`config.mk`:
```
export PLATFORM = sky130hd
export DESIGN_NAME = nv_nvdla_slcg_multi_flat
export DESIGN_NICKNAME = d
export VERILOG_FILES = /design/src/rtl/nv_nvdla_slcg_pkg.sv /design/src/rtl/nv_nvdla_slcg_multi_if.sv /design/src/rtl/nv_nvdla_slcg_chan.sv /design/src/rtl/nv_nvdla_slcg_multi.sv /design/src/flat_wrapper.sv
export SDC_FILE = /design/constraint.sdc
export NUM_CORES = 1
export LEC_CHECK = 0
export ABC_AREA = 1
export CAP_MARGIN = 20
export CELL_PAD_IN_SITES_DETAIL_PLACEMENT = 0
export CELL_PAD_IN_SITES_GLOBAL_PLACEMENT = 2
export CORE_MARGIN = 4
export CORE_UTILIZATION = 33
export CTS_BUF_LIST = sky130_fd_sc_hd__clkbuf_4
export CTS_CLUSTER_SIZE = 16
export DETAILED_ROUTE_END_ITERATION = 16
export GPL_ROUTABILITY_DRIVEN = 0
export PLACE_DENSITY_LB_ADDON = 0.2
export SLEW_MARGIN = 20
export SYNTH_ARGS = -nofsm -noshare
export SYNTH_HDL_FRONTEND = slang
export SYNTH_HIERARCHICAL = 1
export SYNTH_SLANG_ARGS = --single-unit
export TNS_END_PERCENT = 100
```
`constraint.sdc`:
```
create_clock -name nvdla_core_clk -period 1.6 [get_ports nvdla_core_clk]
set_input_delay 0.32 -clock nvdla_core_clk [delete_from_list [all_inputs] [get_ports nvdla_core_clk]]
set_output_delay 0.32 -clock nvdla_core_clk [all_outputs]
set_load 0.01 [all_outputs]
```
`src/rtl/nv_nvdla_slcg_pkg.sv`:
```
// Shared definitions for the second-level clock gater.
package nv_nvdla_slcg_pkg;

    // Per-channel gating FSM encoding.
    typedef enum logic [1:0] {
        SLCG_RUN   = 2'd0,
        SLCG_DRAIN = 2'd1,
        SLCG_GATED = 2'd2
    } slcg_state_e;

endpackage

```
`src/rtl/nv_nvdla_slcg_multi_if.sv`:
```
// Control/status bundle between the partition top and the clock gater.
interface nv_nvdla_slcg_multi_if #(
    parameter int NUM_CH  = 4,
    parameter int NUM_SRC = 2,
    parameter int HOLD_W  = 8
);
    logic                        dla_clk_ovr_on_sync;
    logic                        global_clk_ovr_on_sync;
    logic                        tmc2slcg_disable_clock_gating;
    logic [NUM_CH*NUM_SRC-1:0]   slcg_en_src;
    logic [HOLD_W-1:0]           cfg_hold_cycles;
    logic [NUM_CH-1:0]           nvdla_core_gated_clk;
    logic [NUM_CH-1:0]           slcg_clk_en;
    logic [NUM_CH-1:0]           slcg_ch_gated;

    modport master (
        output dla_clk_ovr_on_sync, global_clk_ovr_on_sync,
               tmc2slcg_disable_clock_gating, slcg_en_src, cfg_hold_cycles,
        input  nvdla_core_gated_clk, slcg_clk_en, slcg_ch_gated
    );

    modport slave (
        input  dla_clk_ovr_on_sync, global_clk_ovr_on_sync,
               tmc2slcg_disable_clock_gating, slcg_en_src, cfg_hold_cycles,
        output nvdla_core_gated_clk, slcg_clk_en, slcg_ch_gated
    );
endinterface

```
`src/rtl/nv_nvdla_slcg_chan.sv`:
```
// One gated-clock channel: idle hold-off FSM, down-counter and clock gate.
//
// state      | meaning
// -----------+--------------------------------------------------------
// SLCG_RUN   | clock requested, enable high
// SLCG_DRAIN | request dropped, counting down the hold-off, enable high
// SLCG_GATED | hold-off expired with request still low, enable low
module nv_nvdla_slcg_chan
    import nv_nvdla_slcg_pkg::*;
#(
    parameter int NUM_SRC = 2,
    parameter int HOLD_W  = 8
) (
    input  logic               clk,
    input  logic               rst,
    input  logic [NUM_SRC-1:0] src,
    input  logic               ovr,
    input  logic [HOLD_W-1:0]  cfg_hold_cycles,
    output logic               gated_clk,
    output logic               clk_en,
    output logic               ch_gated
);
    slcg_state_e       state_q, state_d;
    logic [HOLD_W-1:0] cnt_q, cnt_d;
    logic              req;
    logic              en_lat;

    assign req = &src;

    // State and hold-off counter registers.
    always_ff @(posedge clk) begin
        if (rst) begin
            state_q <= SLCG_RUN;
            cnt_q   <= '0;
        end else begin
            state_q <= state_d;
            cnt_q   <= cnt_d;
        end
    end

    // Next state; the hold-off is captured only when leaving RUN.
    always_comb begin
        state_d = state_q;
        cnt_d   = cnt_q;
        case (state_q)
            SLCG_RUN: begin
                if (!req) begin
                    if (cfg_hold_cycles == '0) begin
                        state_d = SLCG_GATED;
                    end else begin
                        state_d = SLCG_DRAIN;
                        cnt_d   = cfg_hold_cycles - HOLD_W'(1);
                    end
                end
            end
            SLCG_DRAIN: begin
                if (req) begin
                    state_d = SLCG_RUN;
                    cnt_d   = '0;
                end else if (cnt_q == '0) begin
                    state_d = SLCG_GATED;
                end else begin
                    cnt_d = cnt_q - HOLD_W'(1);
                end
            end
            SLCG_GATED: begin
                if (req) state_d = SLCG_RUN;
            end
            default: begin
                state_d = SLCG_RUN;
                cnt_d   = '0;
            end
        endcase
    end

    assign ch_gated = (state_q == SLCG_GATED);
    assign clk_en   = !ch_gated | ovr;

    // Clock-gate enable latch: transparent while the clock is low so the
    // gated output can only change on a clean low phase.
    always_latch begin
        if (!clk) en_lat = clk_en;
    end

    assign gated_clk = clk & en_lat;

endmodule

```
`src/rtl/nv_nvdla_slcg_multi.sv`:
```
// Second-level clock gater: NUM_CH independently gated copies of the core
// clock, with a shared override that forces every copy on.
module nv_nvdla_slcg_multi #(
    parameter int NUM_CH  = 4,
    parameter int NUM_SRC = 2,
    parameter int HOLD_W  = 8
) (
    input  logic                  nvdla_core_clk,
    input  logic                  nvdla_core_rst,
    nv_nvdla_slcg_multi_if.slave  bus
);
    logic              ovr;
    logic [NUM_CH-1:0] gated_clk;
    logic [NUM_CH-1:0] clk_en;
    logic [NUM_CH-1:0] ch_gated;

    // The override does not touch channel state; it only ORs into the enable.
    assign ovr = bus.dla_clk_ovr_on_sync
               | bus.global_clk_ovr_on_sync
               | bus.tmc2slcg_disable_clock_gating;

    for (genvar c = 0; c < NUM_CH; c++) begin : g_ch
        nv_nvdla_slcg_chan #(
            .NUM_SRC (NUM_SRC),
            .HOLD_W  (HOLD_W)
        ) u_chan (
            .clk             (nvdla_core_clk),
            .rst             (nvdla_core_rst),
            .src             (bus.slcg_en_src[c*NUM_SRC +: NUM_SRC]),
            .ovr             (ovr),
            .cfg_hold_cycles (bus.cfg_hold_cycles),
            .gated_clk       (gated_clk[c]),
            .clk_en          (clk_en[c]),
            .ch_gated        (ch_gated[c])
        );
    end

    assign bus.nvdla_core_gated_clk = gated_clk;
    assign bus.slcg_clk_en          = clk_en;
    assign bus.slcg_ch_gated        = ch_gated;

endmodule

```
`src/flat_wrapper.sv`:
```
// flat-port wrapper written by rule: the top's interface ports become plain ports
module nv_nvdla_slcg_multi_flat 
#(
    parameter int NUM_CH  = 4,
    parameter int NUM_SRC = 2,
    parameter int HOLD_W  = 8
)
  (nvdla_core_clk, nvdla_core_rst, bus_dla_clk_ovr_on_sync, bus_global_clk_ovr_on_sync, bus_tmc2slcg_disable_clock_gating, bus_slcg_en_src, bus_cfg_hold_cycles, bus_nvdla_core_gated_clk, bus_slcg_clk_en, bus_slcg_ch_gated);
  nv_nvdla_slcg_multi_if #(.NUM_CH(NUM_CH), .NUM_SRC(NUM_SRC), .HOLD_W(HOLD_W)) bus_i ();
  input  logic nvdla_core_clk;
  input  logic nvdla_core_rst;
  input wire logic [$bits(bus_i.dla_clk_ovr_on_sync)-1:0] bus_dla_clk_ovr_on_sync;
  input wire logic [$bits(bus_i.global_clk_ovr_on_sync)-1:0] bus_global_clk_ovr_on_sync;
  input wire logic [$bits(bus_i.tmc2slcg_disable_clock_gating)-1:0] bus_tmc2slcg_disable_clock_gating;
  input wire logic [$bits(bus_i.slcg_en_src)-1:0] bus_slcg_en_src;
  input wire logic [$bits(bus_i.cfg_hold_cycles)-1:0] bus_cfg_hold_cycles;
  output wire logic [$bits(bus_i.nvdla_core_gated_clk)-1:0] bus_nvdla_core_gated_clk;
  output wire logic [$bits(bus_i.slcg_clk_en)-1:0] bus_slcg_clk_en;
  output wire logic [$bits(bus_i.slcg_ch_gated)-1:0] bus_slcg_ch_gated;
  assign bus_i.dla_clk_ovr_on_sync = bus_dla_clk_ovr_on_sync;
  assign bus_i.global_clk_ovr_on_sync = bus_global_clk_ovr_on_sync;
  assign bus_i.tmc2slcg_disable_clock_gating = bus_tmc2slcg_disable_clock_gating;
  assign bus_i.slcg_en_src = bus_slcg_en_src;
  assign bus_i.cfg_hold_cycles = bus_cfg_hold_cycles;
  assign bus_nvdla_core_gated_clk = bus_i.nvdla_core_gated_clk;
  assign bus_slcg_clk_en = bus_i.slcg_clk_en;
  assign bus_slcg_ch_gated = bus_i.slcg_ch_gated;
  nv_nvdla_slcg_multi #(.NUM_CH(NUM_CH), .NUM_SRC(NUM_SRC), .HOLD_W(HOLD_W)) u_core (.nvdla_core_clk(nvdla_core_clk), .nvdla_core_rst(nvdla_core_rst), .bus(bus_i));
endmodule
```
Word level (Yosys, flattened, before mapping)
Index checks and enable logic that the tools add are counted.
{ "totals": {"latch_bits": 4, "reg_bits": 40, "inputBits": 21} }
{ "op_classes": {"bitwise": 14, "n_eq_ne": 28, "n_mux": 42, "n_reduce_logical": 25, "addsub": 5} }
{ "ops": {"columns": ["cell", "count"], "rows": [
  ["8-bit 2-to-1 mux", 13],
  ["8-bit one-hot mux with 3 select lines", 4],
  ["8-bit zero test", 5],
  ["8-bit by 1-bit subtractor with 8-bit output, second input constant", 5],
  ["2-bit 2-to-1 mux", 17],
  ["3-bit != test, second input constant", 8],
  ["2-bit one-hot mux with 3 select lines", 4],
  ["2-bit != test, second input constant", 8],
  ["4-bit AND reduction", 4],
  ["3-bit AND reduction", 4],
  ["2-bit by 1-bit == test with 1-bit output, second input constant", 4],
  ["2-bit == test, second input constant", 4],
  ["2-bit zero test", 4],
  ["2-bit by 1-bit != test with 1-bit output, second input constant", 4],
  ["2-bit AND reduction", 4],
  ["1-bit bitwise OR", 6],
  ["1-bit bitwise AND", 4],
  ["1-bit zero test", 4],
  ["1-bit 2-to-1 mux", 4],
  ["1-bit inverter", 4]
]} }

Logic depth before layout (Yosys ltp)
{ "depth": {"depth_word": 4, "ltp_mapped": 10, "ltp_nobuf": 10} }

Hierarchy
The synthesis kept the hierarchy.
{ "modules_own_cells": {"columns": ["module", "area_each_um2", "n_inst", "seq_area_each_um2", "cells_per_inst"], "rows": [
  ["nv_nvdla_slcg_chan", 977.2, 4, 200.2, 152],
  ["nv_nvdla_slcg_multi", 11.3, 1, 0.0, 3]
]} }

==> key figures <==
Synth
  – Synth Warn #: 6
  – Most frequent cell after synthesis: nand2_1
  – Syn avg cell area: 6.416 sq um
  – Commonest cells post-synth: nand2_1, nand3_1, inv_1
  – Mapped Cells: 611
  – Compound-Gate Fraction of Synth Area: 0.1443
  – Asr flop ratio synth: 0
  – Post-synth EDFFs: 0
  – Mapped cell area: 3920 sq um
  – Yosys reg bits: 44
  – Simple-Gate Fraction of Synth Area: 0.4871
  – Synth top area cells: dfxtp_1, nand2_1, nand3_1
  – Synth Area in XOR/XNOR: 0.008937
  – Synth cell types: 26
  – Most used DFF post-synth: dfxtp_1
  – Largest family of logic cells by synthesized area: simple AND/OR/NAND/NOR gates
  – Top-area cell type share of the netlist area: 0.2043
  – Adder-cell share of the synthesized area: 0.03830
  – Mux cell area share after synthesis: 0
  – Syn Nets: 644
  – Yosys top cell by area: dfxtp_1

Cells and area
  – FF+latch area: 875.8 sq um
  – Multi-input gate area: 2711 sq um
  – Antenna diodes: 0
  – Final cell count without fillers: 865
  – Final nets: 754
  – Fillers: 1205
  – Layout area overhead: 31.54%
  – Share of cells above drive strength 1: 0.3698

Place
  – DP Wirelength: 8066 um
  – Placed cells: 845
  – Number of port buffers: 32

Critical path
  – Worst Reg2Reg Path Length in Cells: 9
  – Max incr delay on CP: 0.41 ns
  – Worst setup SP type: latch
  – Slowest cell on crit path: dlxtn_1
  – Endpoint class of the critical path: primary output
  – Cell breakdown of the critical path: nand2_1 > inv_2 > buf_6
  – RR Endpoint: u_core/g_ch[0].u_chan/cnt_q[1]
  – CP required: 1.28 ns
  – Worst r2r src: u_core/g_ch[0].u_chan/cnt_q[1]
  – Critical path class: latch to primary output
  – Flop2flop setup slack: 0.15 ns
  – Critical Path AT: 1.90 ns
  – CP Max Fanout: 1

Route
  – Routed WL per cell: 12.58 um
  – Vias per cell: 4.718
  – DRT Wirelength: 10880 um
  – Vias: 4081
  – DRC: 0
  – Drt pass-1 iters: 4
  – Final antenna-violating net count: 0
  – Initial DRC Count: 282

Die
  – Die W: 117.0 um
  – Die H: 117.0 um
  – Die area: 13690 sq um
  – Row count: 39
  – Starting density of the core: 0.3404
  – I/O pin cnt: 33
  – Placeable Area: 11520 sq um

Global route
  – All-Layer GR Usage: 0.1745
  – Vias in the first global route: 4044
  – Initial antenna violation count: 0
  – Largest net degree at the start of global routing: 41
  – GRT overflow: 0
  – First-pass GRT wire length: 18820 um

Power and ir drop
  – Peak VDD IR: 0.8835 mV
  – Pwr/cell area: 1736 nW/um^2
  – Leak: 2.492 nW

Timing
  – Final Hold Fails: 0
  – Fin. max-slew vios: 0
  – Skew final: 0.01702 ns
  – Post-route worst setup slack: -0.6246 ns
  – Slew Limit Headroom: 0.7857
  – Setup TNS: -2.447 ns
  – Worst Max-Slew Pin Slew: 0.3209 ns
  – Endpoints failing setup: 8
  – RSZ-0062 raised after global routing: yes

Hold path
  – Worst hold path class: input port to register
  – Hold_sp: nvdla_core_rst
  – WHS Endpoint: u_core/g_ch[0].u_chan/cnt_q[5]
  – WHS Path Cells: 3

Status
  – Failing checks: setup timing
  – Status: finished with violations

Clock tree
  – Cts hold-fix bufs: 0
  – Worst-skew pair later-pin latency: 0.51 ns
  – TritonCTS clock tree: done
  – Reg clk slew, reported paths: 0.15 ns

Run
  – Max-cap violation count: 0
[power by group]
group / switching (mW) / internal, mW
clock: 0.717 / 0.689
sequential: 0.489 / 1.50
combinational: 3.29 / 2.27
[cells in the final DEF (no fill, tap or decap), types with 15 or more instances in the layout]
master,instances
a21oi_1,15
a21oi_2,37
buf_4,63
clkdlybuf4s50_1,15
dfxtp_1,32
inv_1,68
inv_2,25
nand2_1,148
nand2_2,45
nand3_1,76
nor2_1,40
nor2_4,16
o21ai_0,16
[worst max path at each step]
stage | cells past startpoint | start | slack [ns] | end
floorplan | 3 | u_core/g_ch[0].u_chan/state_q[1] | 0 | u_core/g_ch[0].u_chan/en_lat
global placement | 3 | u_core/g_ch[2].u_chan/en_lat | -0.79 | bus_nvdla_core_gated_clk[2]
detailed placement | 3 | u_core/g_ch[2].u_chan/en_lat | -0.79 | bus_nvdla_core_gated_clk[2]
CTS | 3 | u_core/g_ch[1].u_chan/en_lat | -0.66 | bus_nvdla_core_gated_clk[1]
global route | 3 | u_core/g_ch[0].u_chan/en_lat | -0.70 | bus_nvdla_core_gated_clk[0]
finish | 3 | u_core/g_ch[1].u_chan/en_lat | -0.62 | bus_nvdla_core_gated_clk[1]
[critical path: cells and delay by family (launching register included)]
kind	cells	cell delay [ns]
AND/OR/NAND/NOR	1	0.06
buffers and inverters	2	0.14
latches	1	0.41
[state kept, by name, summed over array words and instances, names as in the netlist]
name,flops
u_core/g_ch.u_chan/state_q,8
u_core/g_ch.u_chan/cnt_q,32
u_core/g_ch.u_chan/en_lat,4
[per-stage QoR]
step / setup slack [ns] / cell area, sq um / utilization / hold slack [ns] / power [mW]
6_report: -0.6246 / 5156 / 0.4477 / 0.2551 / 8.953
3_5_place_dp: -0.7928 / 4922 / 0.4274 / 0.4646 / 7.806
3_3_place_gp: -0.7871 / 4922 / 0.4274 / 0.4639 / 7.750
5_1_grt: -0.6963 / 5156 / 0.4477 / 0.2319 / 9.938
2_1_floorplan: 0 / 3920 / - / 0.4230 / 6.303
4_1_cts: -0.6643 / 5124 / 0.4449 / 0.2276 / 9.060
[layout make-up]
class / instances / area share
multi-input combinational: 466 / 0.5258
sequential: 44 / 0.1699
timing repair buffer: 99 / 0.1650
inverter: 93 / 0.07158
tap: 143 / 0.03470
clock buffer: 14 / 0.02330
clock inverter: 6 / 0.009706
[kinds of logic after synthesis]
group                    count (synthesis)
buffers and inverters                  101
latches                                  4
AO/OA/AOI/OAI                           84
AND/OR/NAND/NOR                        366
adder cells (fa/ha/maj)                 12
XOR/XNOR                                 4
flip-flops                              40
[what timing repair did]
action / CTS / global route
gates resized for setup: 81 / 15
hold endpoints to repair: 0 / 0
pin swaps: 0 / 1
gates cloned: 0 / 0
endpoints found under the setup margin: 16 / 46
buffers inserted: 8 / 0
[layer usage]
| metal | GRT usage | wire length, um | up-vias |
|---|---|---|---|
| li1 | - | - | 2170 |
| met1 | 0.2308 | 5179 | 1821 |
| met2 | 0.2685 | 4938 | 76 |
| met3 | 0.04936 | 542 | 14 |
| met4 | 0.06881 | 219 | 0 |
| met5 | 0 | 0 | - |
(Power assumes the default switching activity.)
